[config.mk]
export PLATFORM = sky130hd
export DESIGN_NAME = keypad_scanner
export DESIGN_NICKNAME = d
export VERILOG_FILES = /design/src/rtl/keypad_scanner_pkg.sv /design/src/rtl/keypad_scanner_sync2.sv /design/src/rtl/keypad_scanner.sv
export SDC_FILE = /design/constraint.sdc
export NUM_CORES = 1
export LEC_CHECK = 0
export CAP_MARGIN = 20
export CORE_UTILIZATION = 55
export CTS_CLUSTER_SIZE = 14
export DETAILED_ROUTE_END_ITERATION = 8
export DONT_BUFFER_PORTS = 1
export GPL_TIMING_DRIVEN = 1
export PLACE_DENSITY = 0.82
export SETUP_SLACK_MARGIN = 0.3
export SLEW_MARGIN = 20
export SYNTH_ARGS = -nofsm -noshare
export SYNTH_HDL_FRONTEND = slang
export SYNTH_SLANG_ARGS = --single-unit
[constraint.sdc]
create_clock -name clk -period 3.2 [get_ports clk]
set_clock_uncertainty 0.05 [all_clocks]
set_input_delay 0.32 -clock clk [delete_from_list [all_inputs] [get_ports clk]]
set_output_delay 0.32 -clock clk [all_outputs]
set_load 0.1 [all_outputs]
[src/rtl/keypad_scanner_pkg.sv]
// Shared keypad geometry and helpers, also used by the game core and matrix display.
package keypad_scanner_pkg;
    localparam int NUM_ROWS = 4;
    localparam int NUM_COLS = 4;
    localparam int KEY_W    = NUM_ROWS * NUM_COLS;
    localparam int CODE_W   = $clog2(KEY_W);

    typedef enum logic [1:0] {ROW0, ROW1, ROW2, ROW3} row_e;

    // Bit position of a key in the 16-bit key vector.
    function automatic logic [CODE_W-1:0] key_idx(input logic [1:0] row, input logic [1:0] col);
        return CODE_W'(int'(row) * NUM_COLS + int'(col));
    endfunction

    function automatic logic [CODE_W-1:0] lowest_set(input logic [KEY_W-1:0] v);
        logic [CODE_W-1:0] r;
        r = '0;
        for (int i = KEY_W - 1; i >= 0; i--)
            if (v[i]) r = CODE_W'(i);
        return r;
    endfunction
endpackage

[src/rtl/keypad_scanner_sync2.sv]
// Two-flop synchronizer for the asynchronous column inputs; idles high like the pull-ups.
module keypad_scanner_sync2 #(
    parameter int W = 4
) (
    input  logic         clk,
    input  logic         rst,
    input  logic [W-1:0] i_d,
    output logic [W-1:0] o_q
);
    logic [W-1:0] r_ff1, r_ff2;

    always_ff @(posedge clk) begin
        if (rst) begin
            r_ff1 <= '1;
            r_ff2 <= '1;
        end else begin
            r_ff1 <= i_d;
            r_ff2 <= r_ff1;
        end
    end

    assign o_q = r_ff2;
endmodule

[src/rtl/keypad_scanner.sv]
// 4x4 keypad row scanner with frame-level debounce and a one-cycle new-press pulse.
module keypad_scanner
    import keypad_scanner_pkg::*;
#(
    parameter int SCAN_DIV        = 50_000,
    parameter int DEBOUNCE_FRAMES = 5
) (
    input  logic              clk,
    input  logic              rst,
    output logic [3:0]        row_out,
    input  logic [3:0]        col_in,
    output logic [KEY_W-1:0]  key,
    output logic              press,
    output logic [CODE_W-1:0] press_code
);
    localparam int              CNT_W    = $clog2(SCAN_DIV);
    localparam logic [CNT_W-1:0] CNT_MAX = CNT_W'(SCAN_DIV - 1);
    localparam logic [2:0]      STAB_MAX = 3'(DEBOUNCE_FRAMES - 1);

    logic [NUM_COLS-1:0] w_col_n;
    logic [CNT_W-1:0]    r_slot;
    row_e                r_row, w_row_nxt;
    logic [3:0]          r_row_out, w_row_drv;
    logic                w_slot_tc, w_frame_done, w_load;
    logic [KEY_W-1:0]    r_raw, r_prev, r_key, w_frame, w_new;
    logic [2:0]          r_stab, w_stab_nxt;
    logic                r_press;
    logic [CODE_W-1:0]   r_code;

    keypad_scanner_sync2 #(.W(NUM_COLS)) u_sync (
        .clk (clk),
        .rst (rst),
        .i_d (col_in),
        .o_q (w_col_n)
    );

    assign w_slot_tc = (r_slot == CNT_MAX);

    always_ff @(posedge clk) begin
        if (rst) r_row <= ROW0;
        else     r_row <= w_row_nxt;
    end

    always_comb begin
        w_row_nxt = r_row;
        if (w_slot_tc) w_row_nxt = row_e'(2'(r_row) + 2'd1);
    end

    always_comb begin
        w_row_drv    = ~(4'b0001 << w_row_nxt);
        w_frame_done = w_slot_tc && (r_row == ROW3);
    end

    // The row-3 sample is merged in combinationally so the frame is judged on the cycle it completes.
    always_comb begin
        w_frame = r_raw;
        w_frame[key_idx(r_row, 2'd0) +: NUM_COLS] = ~w_col_n;
    end

    always_comb begin
        w_stab_nxt = 3'd0;
        if (w_frame == r_prev) w_stab_nxt = (r_stab == STAB_MAX) ? r_stab : r_stab + 3'd1;
    end

    assign w_load = w_frame_done && (w_stab_nxt == STAB_MAX);
    assign w_new  = w_frame & ~r_key;

    always_ff @(posedge clk) begin
        if (rst) begin
            r_slot    <= '0;
            r_row_out <= 4'b1110;
            r_raw     <= '0;
            r_prev    <= '0;
            r_stab    <= '0;
            r_key     <= '0;
            r_press   <= 1'b0;
            r_code    <= '0;
        end else begin
            r_slot    <= w_slot_tc ? '0 : r_slot + 1'b1;
            r_row_out <= w_row_drv;
            if (w_slot_tc) r_raw <= w_frame;
            if (w_frame_done) begin
                r_prev <= w_frame;
                r_stab <= w_stab_nxt;
            end
            if (w_load) r_key <= w_frame;
            r_press <= w_load && (|w_new);
            if (w_load && (|w_new)) r_code <= lowest_set(w_new);
        end
    end

    assign row_out    = r_row_out;
    assign key        = r_key;
    assign press      = r_press;
    assign press_code = r_code;
endmodule
# Yosys cells after proc, flatten, opt, wreduce, memory -nomap -nowiden
# Index checks and enable logic that the tools add are counted.
[op_classes] n_mux=20 n_reduce_logical=5 n_eq_ne=5 add_sub_neg=4 bitwise=4 shifts=3
[ops] cell="4-bit 2-to-1 mux" count=16
[ops] cell="16-bit by 1-bit adder with 16-bit output, second input constant" count=1
[ops] cell="16-bit AND" count=1
[ops] cell="16-bit bitwise mux" count=1
[ops] cell="16-bit == test" count=1
[ops] cell="16-bit == test, second input constant" count=1
[ops] cell="16-bit NOT" count=1
[ops] cell="16-bit OR reduction" count=1
[ops] cell="4-bit by 6-bit variable shift with 16-bit output, first input constant" count=1
[ops] cell="4-bit by 6-bit variable part select with 16-bit output" count=1
[ops] cell="4-bit NOT" count=2
[ops] cell="3-bit == test, second input constant" count=2
[ops] cell="3-bit 2-to-1 mux" count=2
[ops] cell="4-bit negation with 6-bit output" count=1
[ops] cell="1-bit by 2-bit left shift with 4-bit output, first input constant" count=1
[ops] cell="3-bit by 1-bit adder with 3-bit output, second input constant" count=1
[ops] cell="1-bit logical AND" count=3
[ops] cell="2-bit by 1-bit adder with 2-bit output, second input constant" count=1
[ops] cell="2-bit == test, second input constant" count=1
[ops] cell="2-bit 2-to-1 mux" count=1
[ops] cell="2-bit OR reduction" count=1
[word_totals] in_bits=6 ff_bits=86 output_inout_bits=25 word_cells=52

# Depth between registers and ports, before layout
# Gate-level depths: netlist of the first run.
[logic_depth] ltp_word=20 mapped_depth=12 ltp_nobuf=9

# Modules after synthesis
# From an unflattened synthesis of the first run, not the netlist that was laid out.
[unflattened] cells_unflattened=497 area_unflattened_um2=4305.4
[modules_own_cells] mod="keypad_scanner" instances=1 cells_per_inst=481 area_each_um2=4095.2 seq_area_each_um2=1561.5
[modules_own_cells] mod="keypad_scanner_sync2" instances=1 cells_per_inst=16 area_each_um2=210.2 seq_area_each_um2=160.2

# Worst setup path before layout of the first run
# No wires, ideal clock.
[synth_timing] kind="register to register" from="register r_row[0]" to="register r_code[0], in the netlist press_code[0]" arrival_time_ps=3124 period_less_slack_ps=3298 setup_slack_ps=-98 path_buffers=1 stages_incl_launch_ff=11 t_required_ps=3027 setup_ps=123 cell_sequence="dfxtp_1 -> clkbuf_1 -> inv_1 -> ha_1 -> nor4bb_1 -> a22oi_1 -> xnor2_1 -> nor4_1 -> and4bb_1 -> a21boi_2 -> mux2_1"
[synth_between] elab_chain_len=20 elab_cells_between_ends=29 classes_between="1 x add/sub; 3 x eq/ne; 2 x shift; 18 x mux; 1 x bitwise; 4 x reduce/logical"
[synth_rtl] element="start: declaration" line="keypad_scanner.sv:22" source="row_e r_row, w_row_nxt;"
[synth_rtl] element="start signal: assignment" line="keypad_scanner.sv:41" source="else r_row <= w_row_nxt;"
[synth_rtl] element="4-bit negation with 6-bit output" line="keypad_scanner.sv:57" source="w_frame[key_idx(r_row, 2'd0) +: NUM_COLS] = ~w_col_n;"
[synth_rtl] element="4-bit by 6-bit variable part select with 16-bit output or 4-bit by 6-bit variable shift with 16-bit output (tied branches)" line="keypad_scanner.sv:57"
[synth_rtl] element="16-bit bitwise mux" line="keypad_scanner.sv:57"
[synth_rtl] element="16-bit AND" line="keypad_scanner.sv:66" source="assign w_new = w_frame & ~r_key;"
[synth_rtl] element="4-bit 2-to-1 mux (16 in a row)" line="keypad_scanner_pkg.sv:19" source="if (v[i]) r = CODE_W'(i);"
[synth_rtl] element="end signal: assignment" line="keypad_scanner.sv:88" source="if (w_load && (|w_new)) r_code <= lowest_set(w_new);"
[synth_rtl] element="end: declaration" line="keypad_scanner.sv:28" source="logic [CODE_W-1:0] r_code;"
# Several ways; a longest one is shown, not always the timed one.
# A chain may end at the register's enable or synchronous reset.

# Worst setup path in the final report of the first run
[layout_timing] from="register r_row[1]" to="register r_code[0], in the netlist press_code[0]"
# The elaborated chain is that of the path after synthesis.

==> metrics.cfg, run 1 <==
[route]
drt-wirelength-per-cell_um=19.2
avgViaCountPerCell=6.31
wl_um=12200
first_pass_iters=5
ant_nets=0
drc=0
via_count=4006
initialDrtViolationCount=409

[worst_setup_path]
worst-path-buf-inv=3
crit_type=register to register
cp.required_ns=3.42
arrival_ns=3.16
crit_chain=inv_4, ha_4, buf_6, buf_4, or3b_4, o22ai_1, o2bb2ai_1, nor4_4, and4bb_1, a21boi_4, mux2_4
reg2regPathDepth=11
r2r_end=press_code[0]
path_max_fanout=7
cp_slowest_cell=or3b_4
reg2reg_from=r_row[1]
worstSetupEndpointType=register
start_kind=register
crit_family=simple AND/OR/NAND/NOR gates
rrSetupSlack_ns=0.26
cpPeakStageDelay_ns=0.40

[logic_synthesis]
yosysSeqAreaShare_pct=40.5
syn_area_um2=4250
async_reset_ff_share_pct=0
ys_types=58
syn-num-nets=505
yosys_warnings=0
synth_edf_count=0
synthCells=491
syn_area_per_cell_um2=8.66
synth-main-ff-cell=dfxtp_1
ys_seq_elements=86

[floorplanning]
start_util_pct=57.7
io_pins=31
fp.dieArea_um2=8090
core_um2=7370
die_width_um=89.9
fp.dieH_um=89.9
rows=31

[clock_network]
clk_latency_ns=0.37
numClockSinks=86
cts_root_buf=clkbuf_8
tritoncts=yes
numCtsBuffers=9
clock_path_buffers=2
h-tree-depth=3
clk_pin_slew_ns=0.09

[pwr]
power_density_nw_per_um2=376
power.static_leakage_nw=2.00
ir_drop_uv=375
power_mw=1.94

[worst_hold_path]
worstHoldStart=rst
worstHoldPathType=input pin to register
min_to=row_out[3]
whs_path_depth=1

[placed_design]
gp_congestion=0.942
hpwl_um=7750
dpl.cell_count=601
port_buffers=0

[timing]
maxSlewHeadroom_pct=34.8
period_share_pct=92.0
report.final.slew_viol_count=0
finalHoldViolations=0
period_needed_ns=2.94
fmax_mhz=340
setup_viol=0
holdWs_ns=0.000814
tns_ns=0
rsz0062_at_grt=yes
tightest_slew_ns=0.977

[final_layout]
layoutNonFillerInstCount=635
num_antenna_cells=0
nets=545
finalCoreUtilization_pct=69.9
drive_gt1_share_pct=20.9
area_growth_pct=21.2

[outcome]
status=completed

[global_routing]
grt_first_pass_wirelength_um=18800
grt_max_degree=56
first_global_vias=3878
antenna_found_initial=0
grt_usage_pct=29.1
grt-ovfl-total=0

[job]
cap_violations=0

[repair_timing]
item | 4_1_cts | 5_1_grt
gates resized for setup | 13 | 26
pin swaps | 2 | 6
buffers inserted | 1 | 9
endpoints found under the hold margin | 57 | 3
setup endpoints to repair | 24 | 22
hold buffers | 3 | 5
[power breakdown]
part	leakage, nW	internal (mW)	switching [mW]
sequential	0.696	1.08	0.00827
clock	0.0934	0.366	0.420
combinational	1.21	0.0295	0.0385
total	2.00	1.47	0.466
[layout make-up]
class / instances / area, um2
multi-input cells: 354 / 2550
fillers: 522 / 2220
flip-flops and latches: 86 / 1730
repair buffers: 57 / 465
clock buffers: 10 / 128
well taps: 99 / 124
inverters: 23 / 91.3
clock inverters: 6 / 68.8
[how the worst max path moves through the flow]
stage                         end  slack (ns)     start  cells past startpoint
finish              press_code[0]        0.26  r_row[1]                     11
global route              key[11]        0.21  r_row[0]                     12
CTS                 press_code[0]        0.32  r_row[0]                     10
global placement    press_code[0]        0.16  r_row[1]                     10
floorplan           press_code[0]        0.31  r_row[0]                     10
detailed placement  press_code[0]        0.03  r_row[1]                      9
[kinds of logic (layout without fill, tap and decap cells)]
logic type | after synthesis | in the layout | synth area share (%)
AO/OA/AOI/OAI | 108 | 108 | 17.6
XOR/XNOR | 26 | 26 | 5.36
adder cells (fa/ha/maj) | 8 | 8 | 2.35
buffers and inverters | 51 | 96 | 4.80
flip-flops | 86 | 86 | 40.5
multiplexers | 18 | 18 | 4.27
AND/OR/NAND/NOR | 194 | 194 | 25.1
[synthesized netlist by cell type, drive strengths merged (3+ instances only)]
cell type / n / area share [%]
nand3b: 5 / 0.88
nand4: 6 / 0.88
nand4bb: 4 / 1.1
nor3b: 4 / 0.71
nor3: 12 / 1.5
nand2b: 6 / 0.88
o22ai: 10 / 1.5
clkbuf: 20 / 1.8
a311oi: 3 / 0.62
xor2: 14 / 2.9
buf: 8 / 1.0
nor4: 7 / 1.4
nor2: 73 / 6.4
xnor2: 12 / 2.5
dfxtp: 86 / 40
a21oi: 24 / 2.8
nand2: 24 / 2.1
and3: 4 / 0.59
o21ai: 10 / 1.2
inv: 23 / 2.0
nand3: 4 / 0.47
o2bb2ai: 4 / 0.82
ha: 8 / 2.4
nor2b: 8 / 1.2
or3: 4 / 0.59
a211oi: 34 / 6.0
mux2i: 17 / 4.0
o21a: 3 / 0.53
and2: 6 / 0.88
nor4b: 4 / 1.1
nor4bb: 4 / 0.94
or2: 10 / 1.5
[layout by cell type, fill, tap and decap left out, types with 5 or more instances in the layout]
cell type / n
dfxtp_1: 84
nor2_1: 73
buf_4: 47
a211oi_1: 33
nand2_1: 24
a21oi_1: 24
inv_1: 21
mux2i_1: 17
xor2_1: 14
xnor2_1: 12
nor3_1: 10
or2_2: 10
clkbuf_8: 9
nor2b_1: 8
o22ai_1: 8
o21ai_0: 8
dlygate4sd3_1: 7
nand2b_1: 6
nand4_1: 6
and2_1: 6
nand3b_1: 5
[per-stage QoR]
stage	area [um2]	worst slack [ns]
after global placement	4600	0.164
after CTS	4920	0.315
after detailed placement	4600	0.0269
after global routing	5150	0.209
after floorplan	4310	0.311
final	5150	0.257
[registers in the layout (all words and copies together) (netlist names)]
signal,count
key,16
r_prev,16
r_raw,16
r_slot,16
press_code,4
row_out,4
u_sync.o_q,4
u_sync.r_ff1,4
r_stab,3
r_row,2
press,1
[routing by layer]
| layer | share of wire, % | global-route usage, % |
|---|---|---|
| met5 | 0 | 0 |
| met4 | 2.4 | 10.2 |
| met3 | 8.2 | 6.43 |
| met2 | 47 | 47.4 |
| met1 | 43 | 38.2 |
[worst register-to-register path, delay by kind of cell, from the launching register on]
family | cells | cell delay (ns)
AND/OR/NAND/NOR | 3 | 0.93
flip-flops | 1 | 0.36
buffers and inverters | 3 | 0.32
AO/OA/AOI/OAI | 3 | 0.56
multiplexers | 1 | 0.31
adder cells (fa/ha/maj) | 1 | 0.32
Note: power is estimated with default switching activity, not from simulation.
==> run 2, diff against run 1 <==
REMOVE_ABC_BUFFERS = 1   (was default)
==> metrics.cfg, run 2 (synthesis results as in run 1) <==
[placed_design]
hpwl_um=7250
port_buffers=0
gp_congestion=0.882
dpl_worst_slack_ns=-0.0421

[worst_hold_path]
worstHoldPathType=input pin to register
worstHoldStart=col_in[2]

[pwr]
p_sw_share_pct=21.8
p_seq_share_pct=54.1
p_comb_share_pct=3.2
power_mw=2.00
power_density_nw_per_um2=392
power.static_leakage_nw=2.00
net-switching-power_uw=438
p_int_mw=1.57
ir_drop_uv=318
clkPwrFrac_pct=42.7

[timing]
setup_viol=0
holdWs_ns=0.0174
tightest_slew_ns=0.980
fmax_mhz=346
period_share_pct=90.4
rsz0062_at_grt=yes
report.final.slew_viol_count=0
maxSlewHeadroom_pct=34.6
worst_slack_ns=0.307
period_needed_ns=2.89
finalHoldViolations=0

[route]
via_count=3863
avgViaCountPerCell=6.12
wl_um=11100
initialDrtViolationCount=412
drc=0
ant_nets=0
first_pass_iters=5
drt-wirelength-per-cell_um=17.6

[global_routing]
grt_max_degree=56
grt_first_pass_wirelength_um=17800
first_global_vias=3642
antenna_found_initial=0
grt-ovfl-total=0
grt_usage_pct=27.7

[clock_network]
clk_pin_slew_ns=0.08
cts_root_buf=clkbuf_8
numClockSinks=86
numCtsBuffers=9
tritoncts=yes
clk_latency_ns=0.36
clock_path_buffers=2
h-tree-depth=3

[final_layout]
final_cell_mix=85 x dfxtp_1, 73 x nor2_1, 44 x buf_4
nets=541
num_antenna_cells=0
drive_gt1_share_pct=19.9
regArea_um2=1720
multiInputGateArea_um2=2520
final_common_cell=dfxtp_1
fill_cells=555
area_growth_pct=20.4

[worst_setup_path]
crit_chain=inv_4, ha_4, buf_12, or3b_1, o32ai_2, a2bb2o_4, nor4_4, buf_4, and4bb_1, a21boi_4, mux2_4
start_kind=register
crit_type=register to register
cp.required_ns=3.40
worstSetupEndpointType=register
cpPeakStageDelay_ns=0.38
cp_slowest_cell=dfxtp_2
reg2reg_from=r_row[1]
path_max_fanout=8
arrival_ns=3.09
startpoint=r_row[1]

[outcome]
status=completed

[floorplanning]
core_um2=7370
start_util_pct=57.7
die_width_um=89.9
io_pins=31
rows=31
fp.dieH_um=89.9
fp.dieArea_um2=8090

[job]
cap_violations=0

run 2: timing repair:
action | CTS | global route
hold buffers | 1 | 5
setup endpoints to repair | 24 | 24
endpoints found under the hold margin | 55 | 6
resized for setup | 15 | 26
pin swaps | 0 | 3
buffers inserted | 0 | 7
cloned | 0 | 0
run 2: critical path, delay by kind of cell (launching register included):
kind                       cells  cell delay [ns]
AOI/OAI and AO/OA              3             0.75
and+or+nand+nor                3             0.69
DFF                            1             0.38
buffers and inverters          3             0.36
muxes                          1             0.31
adders and majority gates      1             0.25
run 2: final cells by class:
cell class | count | share of cell area [%]
inverter | 23 | 1.74
tap | 99 | 2.42
multi-input combinational | 354 | 49.2
sequential | 86 | 33.7
clock buffer | 11 | 2.76
timing repair buffer | 53 | 8.65
clock inverter | 5 | 1.59
run 2: worst paths after layout:
kind	slack, ns	depth (start not counted)	to
worst max-delay path	0.31	11	press_code[0]
worst max register to register	0.31	11	press_code[0]
worst min register to register	0.36	1	u_sync.o_q[0]
worst min-delay path	0.02	1	u_sync.r_ff1[2]
run 2: metal layers:
layer  global-route usage (%)  vias up  part of all wire, %  wire length (um)
li1                         -     1820                    -                 -
met3                     6.77       37                  7.5               833
met4                     11.8        0                  3.0               334
met5                        0        -                    0                 0
met2                     45.3      194                   49              5410
met1                     34.9     1812                   41              4560
run 2: metrics by stage:
step	area [um2]	instances	TNS (ns)	utilization, %
floorplan	4130	463	-7.37	-
global placement	4560	602	0	61.9
detailed placement	4560	602	-0.0815	61.9
CTS	4880	619	0	66.2
global route	5120	631	0	69.5
finish	5120	631	0	69.5
run 2: power groups by stage:
stage	logic (mW)	registers (mW)	clock network [mW]
floorplan	0.0290	1.11	0
global placement	0.0398	1.11	0
detailed placement	0.0414	1.11	0
CTS	0.0555	1.08	0.860
global route	0.0691	1.09	0.915
finish	0.0639	1.08	0.856
